File: src/rtl/bit4_divider_pkg.sv
// Shared definitions for the restoring divider.
//   WIDTH_DEFAULT : default operand/result width
//   state_t       : controller states (IDLE, CALC, DONE)
//   DBZ_QUOTIENT  : quotient reported on divide-by-zero (all ones); users
//                   take the low WIDTH bits they need
package bit4_divider_pkg;

  localparam int WIDTH_DEFAULT = 4;

  typedef enum logic [1:0] {
    IDLE = 2'd0,
    CALC = 2'd1,
    DONE = 2'd2
  } state_t;

  localparam logic [31:0] DBZ_QUOTIENT = 32'hFFFF_FFFF;

endpackage

File: src/rtl/bit4_subtractor.sv
// Combinational ripple-borrow subtractor built from full-adder cells.
//   full_adder      : one-bit full adder cell (a, b, cin -> sum, cout)
//   bit4_subtractor : diff = a - b over W bits, borrow = 1 when a < b.
//                     Implemented as a + ~b + 1, so borrow is the inverted
//                     final carry.
//   Ports: a [W-1:0], b [W-1:0] in; diff [W-1:0], borrow out.
module full_adder (
  input  logic a,
  input  logic b,
  input  logic cin,
  output logic sum,
  output logic cout
);

  assign sum  = a ^ b ^ cin;
  assign cout = (a & b) | (cin & (a ^ b));

endmodule

module bit4_subtractor #(
  parameter int W = 5
) (
  input  logic [W-1:0] a,
  input  logic [W-1:0] b,
  output logic [W-1:0] diff,
  output logic         borrow
);

  logic [W:0] carry;

  assign carry[0] = 1'b1;

  for (genvar i = 0; i < W; i++) begin : g_bit
    full_adder u_fa (
      .a    (a[i]),
      .b    (~b[i]),
      .cin  (carry[i]),
      .sum  (diff[i]),
      .cout (carry[i+1])
    );
  end

  assign borrow = ~carry[W];

endmodule

File: src/rtl/bit4_divider.sv
// Sequential restoring divider, one quotient bit per clock, MSB first.
//   clk    : clock, rising edge
//   rst_n  : asynchronous active-low reset
//   start  : begin a division (only acted on in IDLE)
//   A, B   : unsigned dividend / divisor
//   busy   : high while iterating
//   done   : one-cycle pulse; Q/R/dbz valid from this cycle on
//   Q, R   : quotient / remainder, held until the next completion
//   dbz    : last completed operation had B == 0
module bit4_divider
  import bit4_divider_pkg::*;
#(
  parameter int WIDTH = WIDTH_DEFAULT
) (
  input  logic             clk,
  input  logic             rst_n,
  input  logic             start,
  input  logic [WIDTH-1:0] A,
  input  logic [WIDTH-1:0] B,
  output logic             busy,
  output logic             done,
  output logic [WIDTH-1:0] Q,
  output logic [WIDTH-1:0] R,
  output logic             dbz
);

  localparam int               CNT_W     = (WIDTH > 1) ? $clog2(WIDTH) : 1;
  localparam logic [CNT_W-1:0] LAST_ITER = CNT_W'(WIDTH - 1);
  localparam logic [WIDTH-1:0] DBZ_Q     = DBZ_QUOTIENT[WIDTH-1:0];

  state_t           state, state_nxt;
  logic [WIDTH:0]   rem;
  logic [WIDTH-1:0] dvd;
  logic [WIDTH-1:0] dsr;
  logic [CNT_W-1:0] cnt;
  logic             armed;

  logic [2*WIDTH:0] pair_shl;
  logic [WIDTH:0]   shifted;
  logic [WIDTH:0]   trial;
  logic             borrow;
  logic             qbit;
  logic [WIDTH:0]   rem_nxt;
  logic [WIDTH-1:0] dvd_nxt;
  logic             accept;
  logic             last_iter;

  // armed stays low through the first edge after reset release, so a start
  // that rises together with rst_n is not taken on that edge.
  assign accept    = (state == IDLE) && start && armed;
  assign last_iter = (cnt == LAST_ITER);

  // One restoring step: shift the remainder/dividend pair left, try to
  // subtract the divisor, keep the difference only when it did not borrow.
  // The quotient bit lands in the vacated dividend LSB, so after WIDTH
  // steps dvd holds the quotient.
  always_comb begin
    pair_shl = {rem, dvd} << 1;
    shifted  = pair_shl[2*WIDTH:WIDTH];
    qbit     = ~borrow;
    rem_nxt  = borrow ? shifted : trial;
    dvd_nxt  = pair_shl[WIDTH-1:0] | {{(WIDTH-1){1'b0}}, qbit};
  end

  bit4_subtractor #(
    .W (WIDTH + 1)
  ) u_sub (
    .a      (shifted),
    .b      ({1'b0, dsr}),
    .diff   (trial),
    .borrow (borrow)
  );

  always_comb begin
    state_nxt = state;
    case (state)
      IDLE: if (accept) state_nxt = (B == '0) ? DONE : CALC;
      CALC: if (last_iter) state_nxt = DONE;
      DONE: state_nxt = IDLE;
      default: state_nxt = IDLE;
    endcase
  end

  always_ff @(posedge clk or negedge rst_n) begin
    if (!rst_n) state <= IDLE;
    else        state <= state_nxt;
  end

  always_ff @(posedge clk or negedge rst_n) begin
    if (!rst_n) begin
      armed <= 1'b0;
      rem   <= '0;
      dvd   <= '0;
      dsr   <= '0;
      cnt   <= '0;
      Q     <= '0;
      R     <= '0;
      dbz   <= 1'b0;
    end else begin
      armed <= 1'b1;
      case (state)
        IDLE: begin
          if (accept) begin
            if (B == '0) begin
              Q   <= DBZ_Q;
              R   <= A;
              dbz <= 1'b1;
            end else begin
              dvd <= A;
              dsr <= B;
              rem <= '0;
              cnt <= '0;
            end
          end
        end
        CALC: begin
          rem <= rem_nxt;
          dvd <= dvd_nxt;
          cnt <= cnt + CNT_W'(1);
          if (last_iter) begin
            Q   <= dvd_nxt;
            R   <= rem_nxt[WIDTH-1:0];
            dbz <= 1'b0;
          end
        end
        default: ;
      endcase
    end
  end

  assign busy = (state == CALC);
  assign done = (state == DONE);

endmodule

File: config.mk
export PLATFORM = sky130hd
export DESIGN_NAME = bit4_divider
export DESIGN_NICKNAME = d
export VERILOG_FILES = /design/src/rtl/bit4_divider_pkg.sv /design/src/rtl/bit4_subtractor.sv /design/src/rtl/bit4_divider.sv
export SDC_FILE = /design/constraint.sdc
export NUM_CORES = 1
export LEC_CHECK = 0
export ABC_AREA = 1
export BUFFER_PORTS_ARGS = -buffer_cell sky130_fd_sc_hd__buf_2
export CORE_ASPECT_RATIO = 0.9
export CORE_MARGIN = 4
export CORE_UTILIZATION = 49
export DETAILED_ROUTE_END_ITERATION = 10
export GPL_TIMING_DRIVEN = 0
export PLACE_DENSITY_LB_ADDON = 0.1
export SYNTH_ARGS = -nofsm -noshare
export SYNTH_HDL_FRONTEND = slang
export SYNTH_HIERARCHICAL = 1
export SYNTH_SLANG_ARGS = --single-unit
export TNS_END_PERCENT = 50
File: constraint.sdc
create_clock -name clk -period 3.1 [get_ports clk]
set_input_delay 0.31 -clock clk [delete_from_list [all_inputs] [get_ports clk]]
set_output_delay 0.31 -clock clk [all_outputs]
set_load 0.005 [all_outputs]
==> impl_metrics.tcl <==
set metrics [dict create \
    status "finished, final reports clean" \
    crit_path_max_fanout 6 \
    period_minus_slack_ps 2900 \
    numPortBuffers 21 \
    fin_crit_sh_pct 93.55 \
    cts_tree "yes" \
    dpl.hpwl_mm 1.987 \
    grtUsageTotal_pct 16.39 \
    swShare_pct 45.07 \
    async_flop_share_pct 100.0 \
    pwr_density_cell_nw_per_um2 1024 \
    ys_top_cells_by_count "nand2_1, dfrtp_1, inv_1" \
    rsz0062_at_grt "false" \
    cp_common_cell "nand2_1" \
    viasPerCell 4.945 \
    io_pins 22 \
    initial_core_util_pct 53.28 \
    synth_top_area_share_pct 47.84 \
    die_x_um 63.54 \
    cp_slowest_cell "dfrtp_1" \
    leakage_nw 0.8942 \
    crit_buf_inv 2 \
    clock-sinks 26 \
    num-nets-final 211 \
    synth.ff_latch_count 26 \
    path_cells "fa_2 > fa_2 > fa_2 > fa_2 > fa_1 > inv_2 > inv_1 > nand2_1 > nand2_1 > nand2_1 > nand2_1 > nand3_1 > nand2_1" \
    maxClockFrequency_ghz 0.3448 \
    yosys-top-cells-area "dfrtp_1, nand2_1, fa_1, nand3_1, inv_1" \
    slowest_delay_ps 430 \
    dieHeight_um 57.98 \
    syn_area_um2 1360 \
    core_region_area_um2 2552 \
    worst_slew_pin_slew_ps 565.6 \
    yosysWarnings 6 \
    pwr-share-seq_pct 37.2 \
    p_int_mw 0.8804 \
    yosys.area.top_type "dfrtp_1" \
    power_frac_clock_pct 8.8 \
    fillCellCount 248 \
    drt-pass1-iter-count 4 \
    p_comb_share_pct 54.0 \
    htreeDepth 1 \
    syn2layout_area_growth_pct 15.09 \
    drcViolationCount 0 \
    yosysSeqAreaShare_pct 47.84 \
    fin_skew_ps 7.469 \
    cts-buffers-inserted 3 \
    register_area_um2 650.6 \
    cap_violations 0 \
    wire_per_inst_um 11.80 \
    place_area_um2 1500 \
    synthDistinctLibCells 19 \
    avgSynthCellArea_um2 8.293 \
    drt_iter0_drc 65 \
    die_area_um2 3684 \
    min_path_type "in -> reg" \
    cp_top_family "adder cells" \
    vias 1088 \
    clockRootBuffer "clkbuf_4" \
    multi_input_comb_area_um2 636.9 \
    grt_antenna_before_repair 0 \
    clock_latency_ps 320 \
    setup_viol_count_final 0 \
    hold_violations 0 \
    slew_violations 0 \
    grt_pass1_vias 1092 \
    synth-main-ff-cell "dfrtp_1" \
    ant_nets 0 \
    synth_edf_count 0 \
    routed_wl_mm 2.596 \
    syn_inst 164 \
    rows 17 \
    critPathCaptureType "register" \
    layout-drive-gt1-share_pct 23.44 \
    diodes 0 \
    cp_data_required_time_ps 3330 \
    clock_path_buffers 2 \
    max_slew_margin_pct 62.29 \
    path_clk_slew_ps 130 \
    crit_type "reg -> reg" \
    setup-tns-final_ps 0 \
    ir_drop_mv 0.5725 \
    overflow 0 \
    synth_nets 181 \
    critPathLaunchType "register" \
    fin_area_um2 1565 \
    grt_max_degree 27 \
    yosysMostFrequentCell "nand2_1" \
    gp_congestion 0.8171 \
    crit_arrival_ps 3130 \
    grt_pass1_wl_mm 4.761 \
    power.switching_mw 0.7224 \
]
-- cells in the final DEF (no fill, tap or decap), drive strengths merged --
cell / count
a21oi: 1
buf: 25
clkbuf: 3
conb: 3
dfrtp: 26
dlygate4sd3: 1
fa: 5
ha: 1
inv: 19
nand2: 79
nand3: 13
nand3b: 2
nor2: 4
o21ai: 9
or2: 1
-- area by class of cell --
class	instances	share of cell area, %
Sequential cell	26	41.57
Multi-Input combinational cell	118	40.69
Timing Repair Buffer	25	8.793
Inverter	19	4.556
Tap cell	28	2.238
Clock buffer	3	1.439
Buffer	1	0.7194
-- power by group through the flow --
stage	clock network [mW]	registers (mW)	logic (mW)
floorplan	0	0.597	0.593
global placement	0	0.598	0.796
detailed placement	0	0.606	0.822
finish	0.141	0.597	0.865
CTS	0.150	0.597	0.852
global route	0.163	0.621	1.02
-- routing by layer --
| metal | GRT usage, % | wire (um) | part of all wire, % |
|---|---|---|---|
| met3 | 4.457 | 124 | 4.8 |
| met5 | 0 | 0 | 0 |
| met4 | 5.231 | 15 | 0.58 |
| met1 | 20.32 | 1173 | 45 |
| met2 | 27.98 | 1282 | 49 |
-- flip-flops by register name (all words and copies together), names as in the netlist --
name,flops
Q,4
dvd,4
state,2
armed,1
dbz,1
rem,4
cnt,2
R,4
dsr,4
-- worst register-to-register path, delay by kind of cell, from the launching register on --
kind	cells	cell delay [ps]
AND/OR/NAND/NOR	6	350
buffers and inverters	2	200
adder cells (fa/ha/maj)	5	1840
flip-flops	1	430
-- worst paths after layout --
check	from	to	slack [ps]	cells after the start
setup reg to reg	dvd[3]	R[0]	200	13
min in group asynchronous	rst_n	dsr[0]	490	2
setup / recovery	dvd[3]	R[0]	200	13
hold / removal	B[2]	dsr[2]	230	3
hold reg to reg	R[3]	R[3]	480	2
max in group asynchronous	rst_n	state[0]	2230	2
-- metrics by stage --
| stage | worst slack [ps] | hold WS (ps) | util, % | cells | power (mW) |
|---|---|---|---|---|---|
| 2_1_floorplan | 148.2 | 14.41 | - | 164 | 1.190 |
| 3_3_place_gp | -49.89 | 337.5 | 58.77 | 213 | 1.394 |
| 3_5_place_dp | -72.83 | 346.8 | 58.77 | 213 | 1.428 |
| 4_1_cts | 50.65 | 221.9 | 60.74 | 219 | 1.599 |
| 5_1_grt | 40.68 | 214.4 | 61.32 | 220 | 1.799 |
| 6_report | 200.0 | 232.8 | 61.32 | 220 | 1.603 |
-- what timing repair did --
item,4_1_cts,5_1_grt
buffers inserted,2,1
hold buffers,1,0
resized for setup,2,3
setup endpoints to repair,4,5
endpoints found under the hold margin,26,0
-- cells by family after synthesis --
family	count (synthesis)	share of synthesized area, %
and+or+nand+nor	99	32.75
DFF	26	47.84
buffers and inverters	20	6.072
AOI/OAI and AO/OA	10	4.232
adders and majority gates	6	8.280
other	3	0.8279
Power figures use the tool's default switching activity.
